[src/rtl/fifo_arb_tx.sv]
// fifo_arb_tx: drains two client read-FIFOs into one output FIFO as framed packets
// (header = channel bit | payload count, then payload). Define FIFO_ARB_TX_PRIO_EN for strict c1 priority.
module fifo_arb_tx #(
    parameter int                DWIDTH   = 8,
    parameter logic [DWIDTH-1:0] SELMASK  = 8'h80,
    parameter logic [DWIDTH-1:0] CNTMASK  = 8'h70,
    parameter int                CNTSHIFT = 4
) (
    input  logic              CLK,
    input  logic              RESETn,
    output logic              c1_rden,
    input  logic              c1_rdempty,
    input  logic [DWIDTH-1:0] c1_rddata,
    output logic              c2_rden,
    input  logic              c2_rdempty,
    input  logic [DWIDTH-1:0] c2_rddata,
    output logic              fifo_wren,
    input  logic              fifo_wrfull,
    output logic [DWIDTH-1:0] fifo_wrdata
);
    localparam int CNTMAX = int'(CNTMASK >> CNTSHIFT);
    localparam int CW     = $clog2(CNTMAX + 1);

    typedef enum logic [1:0] {IDLE, COLLECT, HDR, PAY} state_t;

    state_t            state_q;
    logic              sel_q;
    logic              pend_q;
    logic [CW-1:0]     issued_q;
    logic [CW-1:0]     captured_q;
    logic [CW-1:0]     idx_q;
    logic [DWIDTH-1:0] data_q [CNTMAX];
`ifndef FIFO_ARB_TX_PRIO_EN
    logic              ptr_q;
`endif

    logic              sel_empty;
    logic              rd_en;
    logic              wr_en;
    logic              last_pay;
    logic [DWIDTH-1:0] sel_data;
    logic [DWIDTH-1:0] hdr_word;

    always_comb begin
        sel_empty = sel_q ? c2_rdempty : c1_rdempty;
        sel_data  = sel_q ? c2_rddata  : c1_rddata;
        // Strobes are gated by RESETn so nothing is popped or written during a reset cycle.
        rd_en     = RESETn && (state_q == COLLECT) && !sel_empty && (issued_q < CW'(CNTMAX));
        wr_en     = RESETn && ((state_q == HDR) || (state_q == PAY)) && !fifo_wrfull;
        last_pay  = (idx_q + 1'b1) == captured_q;
        hdr_word  = (sel_q ? SELMASK : '0) | ((DWIDTH'(captured_q) << CNTSHIFT) & CNTMASK);
        fifo_wrdata = '0;
        if (state_q == HDR) begin
            fifo_wrdata = hdr_word;
        end else if (state_q == PAY) begin
            fifo_wrdata = data_q[idx_q];
        end
    end

    assign c1_rden   = rd_en & ~sel_q;
    assign c2_rden   = rd_en &  sel_q;
    assign fifo_wren = wr_en;

    always_ff @(posedge CLK) begin
        if ((state_q == COLLECT) && pend_q) begin
            data_q[captured_q] <= sel_data;
        end
    end

    always_ff @(posedge CLK) begin
        if (!RESETn) begin
            state_q    <= IDLE;
            sel_q      <= 1'b0;
            pend_q     <= 1'b0;
            issued_q   <= '0;
            captured_q <= '0;
            idx_q      <= '0;
`ifndef FIFO_ARB_TX_PRIO_EN
            ptr_q      <= 1'b0;
`endif
        end else begin
            case (state_q)
                IDLE: begin
                    pend_q     <= 1'b0;
                    issued_q   <= '0;
                    captured_q <= '0;
                    idx_q      <= '0;
`ifdef FIFO_ARB_TX_PRIO_EN
                    if (!c1_rdempty) begin
                        sel_q   <= 1'b0;
                        state_q <= COLLECT;
                    end else if (!c2_rdempty) begin
                        sel_q   <= 1'b1;
                        state_q <= COLLECT;
                    end
`else
                    if (ptr_q ? !c2_rdempty : !c1_rdempty) begin
                        sel_q   <= ptr_q;
                        state_q <= COLLECT;
                    end else if (ptr_q ? !c1_rdempty : !c2_rdempty) begin
                        sel_q   <= ~ptr_q;
                        state_q <= COLLECT;
                    end
`endif
                end
                COLLECT: begin
                    pend_q <= rd_en;
                    if (rd_en) begin
                        issued_q <= issued_q + 1'b1;
                    end
                    if (pend_q) begin
                        captured_q <= captured_q + 1'b1;
                    end
                    // Last capture lands on this edge; an empty start falls back to IDLE.
                    if (!rd_en) begin
                        state_q <= (pend_q || (captured_q != '0)) ? HDR : IDLE;
                    end
                end
                HDR: begin
                    idx_q <= '0;
                    if (!fifo_wrfull) begin
                        state_q <= PAY;
                    end
                end
                PAY: begin
                    if (!fifo_wrfull) begin
                        if (last_pay) begin
                            state_q <= IDLE;
`ifndef FIFO_ARB_TX_PRIO_EN
                            ptr_q   <= ~sel_q;
`endif
                        end else begin
                            idx_q <= idx_q + 1'b1;
                        end
                    end
                end
                default: state_q <= IDLE;
            endcase
        end
    end
endmodule

[config.mk]
export PLATFORM = sky130hd
export DESIGN_NAME = fifo_arb_tx
export DESIGN_NICKNAME = d
export VERILOG_FILES = /design/src/rtl/fifo_arb_tx.sv
export SDC_FILE = /design/constraint.sdc
export NUM_CORES = 1
export LEC_CHECK = 0
export BUFFER_PORTS_ARGS = -buffer_cell sky130_fd_sc_hd__buf_2
export CAP_MARGIN = 20
export CORE_MARGIN = 3
export CORE_UTILIZATION = 55
export CTS_BUF_LIST = sky130_fd_sc_hd__clkbuf_8
export DETAILED_ROUTE_END_ITERATION = 6
export GPL_ROUTABILITY_DRIVEN = 0
export PLACE_DENSITY = 0.78
export SLEW_MARGIN = 0
export SYNTH_ARGS = -nofsm -noshare
export SYNTH_HDL_FRONTEND = slang
export SYNTH_SLANG_ARGS = --single-unit
[constraint.sdc]
create_clock -name CLK -period 2.4 [get_ports CLK]
set_input_delay 0.24 -clock CLK [delete_from_list [all_inputs] [get_ports CLK]]
set_output_delay 0.24 -clock CLK [all_outputs]
set_load 0.01 [all_outputs]
==> run summary, run 1 <==
vias in the first global route - 1947
die width - 82.6 um
clock transition at the registers of the reported paths - 0.07 ns
Power Dens Cells - 698 mW/mm2
Post-CTS Resized - 0
WP buf/inv - 2
R2R setup slack - 0.55 ns
chip height - 82.6 um
Worst Reg-to-Reg Cells - 3
syn avg cell area - 13.5 um2
clock root buffer - clkbuf_8
Sw Ratio - 26.4%
status - completed
max frequency - 455 MHz
ANT cells - 0
prevailing post-synth register cell - edfxtp_1
LEAKAGE - 1.26 nW
asr flop ratio synth - 0%
grt ovf - 0
Worst Path Max Fanout - 7
first-pass GRT wire length - 9800 um
CP delay by family, top - multiplexers
hold_ws - 0.239 ns
Routed WL - 6080 um
drt wl/cell - 17.0 um
Multi-input gate area - 0.00113 mm2
fin. max-slew vios - 0
count of warnings emitted by yosys - 0
FF/Latch Area - 0.00202 mm2
Initial Utilization - 57.6%
area grow syn2layout - 14.1%
worst hold path depth - 4
WHS Endpoint - sel_q
cts hold-fix bufs - 0
CP required - 2.16 ns
Final ANT Viol Nets - 0
total die area - 0.00683 mm2
fin crit period - 2.20 ns
Setup-failing EPs final - 0
Net Switching - 0.000679 W
Worst Setup End Kind - primary output
fraction of layout cells with a size suffix above 1 - 28.1%
count of pins on the block boundary - 32
Crit-path slowest cell - dfxtp_1
CTS Sinks - 73
RSZ-0062 raised after global routing - false
setup TNS - 0 ns
post-synthesis cell area - 0.00323 mm2
Worst Tran Pin Value - 0.691 ns
syn_nets - 264
cts bufs inserted - 9
Fin. Hold Viols - 0
Post-synth EDFFs - 56
flops & latches, synth - 73
first-pass detailed-route iteration total - 4
critical path, cell by cell - buf_4 -> mux4_2 -> mux2i_1 -> nor2_1 -> buf_2
largest vdd supply drop - 0.452 mV
Logic pwr share - 10.9%
Slew headroom - 53.9%
Clock power frac - 32.3%
Filler Cell Count - 418
H-tree depth - 3
routed vias - 2034
Total Nets Final - 305
Post-CTS Setup Bufs - 0
DR DRC count - 0
worst hold start - c2_rdempty
commonest non-fill, non-tap cell in the layout - edfxtp_1
TritonCTS clock tree - done
Layout Skew - 0.00875 ns
Int Power - 0.00189 W
most frequent cells in the layout - edfxtp_1, buf_2, nand2_1
Sequential Power Share - 56.8%
Overall Global Routing Usage - 20.3%
initial antenna violation count - 0
core region area - 0.00561 mm2
hpwl dp - 4120 um
register area share after synthesis - 62.6%
CP arrival - 1.96 ns
Worst setup SP type - flip-flop
worst setup path class - flip-flop to primary output
Via density - 5.70
Netlist cell types - 42
largest net degree at the start of global routing - 24
slowest stage delay, CP - 0.53 ns
RR Endpoint - ptr_q
Port Buffers - 31
Tcrit/Tclk final - 91.6%
Max Cap Viol - 0
clk buf depth - 2
insertion delay to the later sink of the worst-skew pair - 0.35 ns
Cells after Synth - 239
hold crit path type - primary input to flip-flop
initial DRC count - 175
FP Rows - 27
[area by class of cell]
| type | instances | share of cell area (%) |
|---|---|---|
| flip-flops and latches | 73 | 54.9 |
| multi-input cells | 146 | 30.6 |
| inverters | 6 | 0.611 |
| well taps | 72 | 2.44 |
| clock inverters | 7 | 1.29 |
| repair buffers | 44 | 6.86 |
| clock buffers | 9 | 3.36 |
[routing by layer]
metal | GRT usage [%] | share of wire (%) | vias up
met5 | 0 | 0 | -
met1 | 25.8 | 44 | 986
met4 | 6.86 | 1.5 | 0
met2 | 33.0 | 48 | 53
li1 | - | - | 986
met3 | 6.51 | 5.9 | 9
[metrics by stage]
| stage | total power, W | worst slack [ns] | instance area (um2) | instances | util [%] |
|---|---|---|---|---|---|
| 6_report | 0.00257 | 0.203 | 3680 | 357 | 65.7 |
| 5_1_grt | 0.00270 | 0.0507 | 3680 | 357 | 65.7 |
| 4_1_cts | 0.00259 | 0.173 | 3680 | 357 | 65.7 |
| 3_5_place_dp | 0.00177 | 0.552 | 3510 | 341 | 62.7 |
| 3_3_place_gp | 0.00176 | 0.597 | 3510 | 341 | 62.7 |
| 2_1_floorplan | 0.00167 | 0.388 | 3230 | 239 | - |
[power by group through the flow]
stage	logic (W)	registers, W	clock network, W
floorplan	0.000224	0.00145	0
global placement	0.000273	0.00149	0
detailed placement	0.000280	0.00149	0
CTS	0.000280	0.00146	0.000846
global route	0.000313	0.00147	0.000913
finish	0.000279	0.00146	0.000832
[how the worst max path moves through the flow]
stage | startpoint | end | cells after the start
4_1_cts | flip-flop | fifo_wrdata[2] | 5
3_3_place_gp | flip-flop | fifo_wrdata[2] | 5
3_5_place_dp | flip-flop | fifo_wrdata[2] | 5
5_1_grt | flip-flop | fifo_wrdata[2] | 5
2_1_floorplan | state_q[0] | data_q[1][0] | 4
6_report | flip-flop | fifo_wrdata[2] | 5
[registers in the layout, indices dropped and copies added, names as in the netlist, named ones only]
signal	flops
sel_q	1
issued_q	3
pend_q	1
data_q	56
captured_q	3
idx_q	3
ptr_q	1
state_q	1
[cell usage after synthesis, types with 2 or more instances]
cell type  instances  share of area [%]
clkbuf_1          10                1.2
mux4_2             8                5.6
o2111ai_1          2               0.54
nor3b_1            2               0.46
nand2_1           23                2.7
o211ai_1           5                1.2
nor2b_1            3               0.58
nor2_1            15                1.7
o21ai_0           16                2.5
buf_2              3               0.46
nor3_1             5               0.77
mux2i_1           15                4.6
dfxtp_1           17                 11
edfxtp_1          56                 52
inv_1              6               0.70
o31ai_1            2               0.46
and3_1             2               0.39
a21boi_0           3               0.70
ha_1               4                1.5
a21oi_1            4               0.62
and2_1             3               0.58
nand3_1            8                1.2
mux2_2             8                2.8
[cells by family after synthesis]
logic type,count (synthesis),share of synthesized area (%)
mux,31,13.0
xor+xnor,4,1.98
compound gates,42,8.79
fa+ha+maj,4,1.55
buf+inv,20,2.56
simple gates,65,9.53
flops,73,62.6
[worst min-delay path: cells and delay by family]
family / cells / cell delay, ns
buffers and inverters: 1 / 0.11
AND/OR/NAND/NOR: 1 / 0.04
AO/OA/AOI/OAI: 2 / 0.14
No activity file was read; power rests on OpenSTA's default activity.
==> inputs of run 2 (changes only) <==
--- a/config.mk
+++ b/config.mk
@@ -9,10 +9,9 @@
 export CAP_MARGIN = 20
 export CORE_MARGIN = 3
 export CORE_UTILIZATION = 55
-export CTS_BUF_LIST = sky130_fd_sc_hd__clkbuf_8
 export DETAILED_ROUTE_END_ITERATION = 6
 export GPL_ROUTABILITY_DRIVEN = 0
-export PLACE_DENSITY = 0.78
+export PLACE_DENSITY = 0.75
 export SLEW_MARGIN = 0
 export SYNTH_ARGS = -nofsm -noshare
 export SYNTH_HDL_FRONTEND = slang
==> run 2 against run 1 <==
Count of clock-buffer cells in the layout did not move. Clock skew up 0.0010 ns. Utilization rose by 0.96 points. Die area stayed put. Final cell count up 0.28%. Worst setup slack worse by 0.052 ns. Total power up 8.7%. Sequential power is essentially flat. Combinational power increased by 14%. Worst hold slack got worse by 0.0038 ns. Register-to-register slack gained 0.10 ns. Non-clock buffer count up 1. Critical path type unchanged. Largest power group unchanged.
==> run summary, run 2 (synthesis gave the netlist of run 1 again) <==
status - completed
hold crit path type - primary input to flip-flop
insertion delay to the later sink of the worst-skew pair - 0.35 ns (about the same)
Worst Tran Pin Value - 0.609 ns (-0.0821 ns)
Final ANT Viol Nets - 0 (unchanged)
Setup-failing EPs final - 0 (unchanged)
TritonCTS clock tree - done
Sequential Power Share - 51.5% (-5.3 points)
Logic pwr share - 11.3% (+0.4 points)
Tcrit/Tclk final - 93.7% (+2.2 points)
first-pass GRT wire length - 10100 um (+2.6%)
Max Cap Viol - 0 (unchanged)
max frequency - 445 MHz (-2.3%)
max reg flops - 56 (unchanged)
Power Dens Cells - 748 mW/mm2 (+7.2%)
Post-CTS Setup Bufs - 0 (unchanged)
RSZ-0062 raised after global routing - false
Routed WL - 6310 um (+3.7%)
Post-CTS Resized - 0 (unchanged)
hpwl dp - 4170 um (+1.0%)
Total Nets Final - 306 (+0.33%)
DR DRC count - 0 (unchanged)
CP arrival - 2.01 ns (+0.05 ns)
grt ovf - 0 (unchanged)
initial DRC count - 151 (-14%)
LEAKAGE - 1.29 nW (+2.7%)
Finished Layout Cells - 358 (+0.28%)
Port Buffers - 31 (unchanged)
Slew headroom - 59.4% (+5.5 points)
fin crit period - 2.25 ns (+0.0517 ns)
drt wl/cell - 17.6 um (+3.4%)
Fin. Hold Viols - 0 (unchanged)
Net Switching - 0.000684 W (+0.74%)
largest register by flop count - data_q
ANT cells - 0 (unchanged)
Worst Setup End Kind - primary output
chip height - 82.6 um (unchanged)
Worst Path Max Fanout - 7 (unchanged)
clock root buffer - clkbuf_8
fraction of layout cells with a size suffix above 1 - 28.3% (+0.25 points)
clk buf depth - 2 (unchanged)
fin. max-slew vios - 0 (unchanged)
largest net degree at the start of global routing - 22 (-8.3%)
CP required - 2.16 ns (about the same)
Initial Utilization - 57.6% (unchanged)
most frequent cells in the layout - edfxtp_1, buf_2, nand2_1
cts bufs inserted - 9 (unchanged)
placed insts - 342 (+0.29%)
Via density - 5.69 (about the same)
Int Power - 0.00211 W (+12%)
vias in the first global route - 1983 (+1.8%)
commonest non-fill, non-tap cell in the layout - edfxtp_1
count of pins on the block boundary - 32 (unchanged)
routed vias - 2038 (+0.20%)
initial antenna violation count - 0 (unchanged)
Clock power frac - 37.2% (+4.9 points)
worst setup path class - flip-flop to primary output
H-tree depth - 3 (unchanged)
cts hold-fix bufs - 0 (unchanged)
total die area - 0.00683 mm2 (unchanged)
Worst setup SP type - flip-flop
Overall Global Routing Usage - 21.1% (+0.77 points)
Sw Ratio - 24.4% (-1.9 points)
FP Rows - 27 (unchanged)
first-pass detailed-route iteration total - 4 (unchanged)
area grow syn2layout - 15.7%
clock transition at the registers of the reported paths - 0.07 ns (about the same)
CTS Sinks - 73 (unchanged)
Layout Skew - 0.00974 ns (+0.000995 ns)
setup TNS - 0 ns (unchanged)
core region area - 0.00561 mm2 (unchanged)
die width - 82.6 um (unchanged)
largest vdd supply drop - 0.410 mV (-9.3%)
==> run 2: cell count changes in the layout (fill, tap and decap cells not counted) <==
| cell | before | now |
|---|---|---|
| clkinv_1 | 0 | 1 |
| inv_1 | 7 | 6 |
| clkinv_4 | 0 | 1 |
| clkinvlp_4 | 4 | 1 |
| bufinv_16 | 0 | 2 |
| buf_4 | 13 | 14 |
==> run 2: area by class of cell <==
type	count	area, um2
clock buffer	9	124
clock inverter	7	93.8
fill	445	1870
inverter	6	22.5
multi-input combinational	146	1130
sequential	73	2020
tap	72	90.1
timing repair buffer	45	260
==> run 2: power by group through the flow <==
| stage | clock [W] | combinational [W] | sequential, W |
|---|---|---|---|
| 5_1_grt | 0.00110 | 0.000353 | 0.00145 |
| 2_1_floorplan | 0 | 0.000224 | 0.00145 |
| 6_report | 0.00104 | 0.000317 | 0.00144 |
| 3_5_place_dp | 0 | 0.000315 | 0.00147 |
| 4_1_cts | 0.00105 | 0.000318 | 0.00144 |
| 3_3_place_gp | 0 | 0.000304 | 0.00146 |
==> run 2: worst paths after layout <==
path | depth (start not counted) | startpoint | slack [ns] | to
max | 5 | flip-flop | 0.15 | fifo_wrdata[2]
max reg2reg | 4 | captured_q[2] | 0.65 | flip-flop
min | 4 | c2_rdempty | 0.23 | sel_q
min reg2reg | 2 | ptr_q | 0.50 | ptr_q
==> run 2: metal layers <==
metal | wire, um | GRT usage (%) | vias up
met4 | 102 | 9.31 | 0
met1 | 2970 | 27.8 | 1008
met2 | 3030 | 33.7 | 34
met3 | 210 | 4.45 | 9
li1 | - | - | 987
met5 | 0 | 0 | -
==> run 2: per-stage QoR <==
stage	power (W)	instance area, um2	hold slack (ns)	utilization, %	setup slack [ns]
2_1_floorplan	0.00167	3230	0.420	-	0.388
3_3_place_gp	0.00177	3520	0.457	62.8	0.550
3_5_place_dp	0.00178	3520	0.482	62.8	0.515
4_1_cts	0.00281	3740	0.227	66.7	0.119
5_1_grt	0.00290	3740	0.282	66.7	0.0327
6_report	0.00280	3740	0.235	66.7	0.151
==> run 2: worst max-delay path, stage by stage, from the launching register on <==
cell and delay (ns):
dfxtp_1 0.54, buf_4 0.26, mux4_2 0.50, mux2i_1 0.15, nor2_1 0.06, buf_2 0.15
==> inputs of run 3 (changes only) <==
--- a/config.mk
+++ b/config.mk
@@ -11,7 +11,7 @@
 export CORE_UTILIZATION = 55
 export DETAILED_ROUTE_END_ITERATION = 6
 export GPL_ROUTABILITY_DRIVEN = 0
-export PLACE_DENSITY = 0.75
+export PLACE_DENSITY = 0.82
 export SLEW_MARGIN = 0
 export SYNTH_ARGS = -nofsm -noshare
 export SYNTH_HDL_FRONTEND = slang
==> constraint.sdc (replaced) <==
create_clock -name CLK -period 2.1 [get_ports CLK]
set_input_delay 0.21 -clock CLK [delete_from_list [all_inputs] [get_ports CLK]]
set_output_delay 0.21 -clock CLK [all_outputs]
set_load 0.01 [all_outputs]
==> run 3 against run 2 <==
Total power grew 12%. Combinational power grew 20%. Register-to-register slack lost 0.29 ns. Non-clock buffer count grew 2. Clock power grew 8%. Via count grew 2.5%. Critical endpoint is now fifo_wrdata[6]. Count of clock-buffer cells in the layout grew 3. Worst hold slack lost 0.034 ns. Sequential share of layout area shrank 0.075 points. Global-route usage is essentially flat. Final cell count grew 0.56%. Sequential cell count is the same.
==> run summary, run 3 (synthesis gave the netlist of run 1 again) <==
status - completed
hpwl dp - 4180 um (+0.38%)
DR DRC count - 0 (unchanged)
Power Dens Cells - 840 mW/mm2 (+12%)
CP required - 1.89 ns (-0.27 ns)
Final ANT Viol Nets - 0 (unchanged)
fin. max-slew vios - 0 (unchanged)
Worst Setup End Kind - primary output
max reg flops - 56 (unchanged)
Overall Global Routing Usage - 21.1% (about the same)
area of placed instances - 0.00354 mm2 (+0.43%)
Worst Tran Pin Value - 0.577 ns (-0.0321 ns)
Worst setup SP type - flip-flop
dpl ws - 0.337 ns (-0.177 ns)
first-pass detailed-route iteration total - 4 (unchanged)
Filler Cell Count - 414 (-7.0%)
core region area - 0.00561 mm2 (unchanged)
fin crit period - 2.04 ns
fraction of layout cells with a size suffix above 1 - 28.8% (+0.50 points)
area grow syn2layout - 16.0%
Port Buffers - 31 (unchanged)
clock root buffer - clkbuf_8
setup ws final - 0.0577 ns (-0.0931 ns)
setup TNS - 0 ns (unchanged)
LEAKAGE - 1.30 nW (+0.37%)
commonest non-fill, non-tap cell in the layout - edfxtp_1
largest net degree at the start of global routing - 22 (unchanged)
Post-CTS Setup Bufs - 0 (unchanged)
ANT cells - 0 (unchanged)
chip height - 82.6 um (unchanged)
total die area - 0.00683 mm2 (unchanged)
RSZ-0062 raised after global routing - true
Layout Skew - 0.00791 ns (-0.00183 ns)
FP Rows - 27 (unchanged)
initial antenna violation count - 0 (unchanged)
Worst Path Max Fanout - 8 (+1)
Tcrit/Tclk final - 97.3%
R2R Path Start - idx_q[0]
clock transition at the registers of the reported paths - 0.07 ns (about the same)
Via density - 5.80 (+1.9%)
Crit-path slowest cell - mux4_2
vias in the first global route - 1964 (-0.96%)
count of pins on the block boundary - 32 (unchanged)
cts bufs inserted - 9 (unchanged)
hold crit path type - primary input to flip-flop
TritonCTS clock tree - done
Initial Utilization - 57.6% (unchanged)
max frequency - 490 MHz
CTS Sinks - 73 (unchanged)
worst hold start - c2_rdempty
routed vias - 2089 (+2.5%)
drt wl/cell - 17.9 um (+1.6%)
die width - 82.6 um (unchanged)
most frequent cells in the layout - edfxtp_1, buf_2, nand2_1
grt ovf - 0 (unchanged)
CP delay by family, top - multiplexers
critical path, cell by cell - buf_4 -> mux4_2 -> o21ai_1 -> a21oi_1 -> buf_2
CP arrival - 1.83 ns (-0.18 ns)
clk buf depth - 2 (unchanged)
first-pass GRT wire length - 10200 um (+1.2%)
Max Cap Viol - 0 (unchanged)
worst setup path class - flip-flop to primary output
H-tree depth - 3 (unchanged)
largest vdd supply drop - 0.507 mV (+24%)
initial DRC count - 193 (+28%)
Setup-failing EPs final - 0 (unchanged)
insertion delay to the later sink of the worst-skew pair - 0.34 ns (about the same)
design area - 0.00375 mm2 (+0.20%)
Fin. Hold Viols - 0 (unchanged)
slowest stage delay, CP - 0.52 ns (-0.02 ns)
Routed WL - 6440 um (+2.2%)
largest register by flop count - data_q
Total Nets Final - 308 (+0.65%)
Slew headroom - 61.5% (+2.1 points)
WP buf/inv - 2 (unchanged)
[run 3: where the power goes]
group	total (W)	internal [W]	switching (W)	leakage, nW
Sequential	0.00164	0.00160	0.0000367	0.642
Clock	0.00112	0.000615	0.000510	0.101
Combinational	0.000381	0.000153	0.000228	0.555
[run 3: final timing paths]
kind                                       end  slack, ns  cells past startpoint
worst max-delay path            fifo_wrdata[6]       0.06                      5
worst min register to register           ptr_q       0.49                      2
worst max register to register           ptr_q       0.36                      5
worst min-delay path                     sel_q       0.20                      4
[run 3: final cells by class]
type / count / area [um2] / share of cell area [%]
clock inverter: 4 / 50.0 / 1.34
inverter: 6 / 22.5 / 0.601
clock buffer: 12 / 155 / 4.14
multi-input combinational: 146 / 1130 / 30.1
tap: 72 / 90.1 / 2.40
sequential: 73 / 2020 / 54.0
timing repair buffer: 47 / 279 / 7.45
[run 3: routing by layer]
layer	routed length [um]	track usage [%]	vias to the layer above
li1	-	-	989
met1	2840	29.0	1014
met2	3080	32.7	70
met3	390	3.58	16
met4	132	9.97	0
met5	0	0	-
[run 3: metrics by stage]
step / util (%) / total power (W) / cells / hold WS [ns]
global route: 66.8 / 0.00327 / 360 / 0.244
finish: 66.8 / 0.00315 / 360 / 0.201
CTS: 66.7 / 0.00316 / 360 / 0.190
global placement: 63.1 / 0.00203 / 344 / 0.455
detailed placement: 63.1 / 0.00205 / 344 / 0.474
floorplan: - / 0.00191 / 239 / 0.390
[run 3: timing repair]
action | CTS | global route
setup endpoints to repair | 5 | 4
gates cloned | 0 | 0
hold buffers | 0 | 0
resized for setup | 2 | 3
[run 3: tightest hold or removal path, cell delays in order]
cell and delay (ns):
buf_2 0.11, nor3_1 0.04, o21ai_0 0.06, a21boi_0 0.07
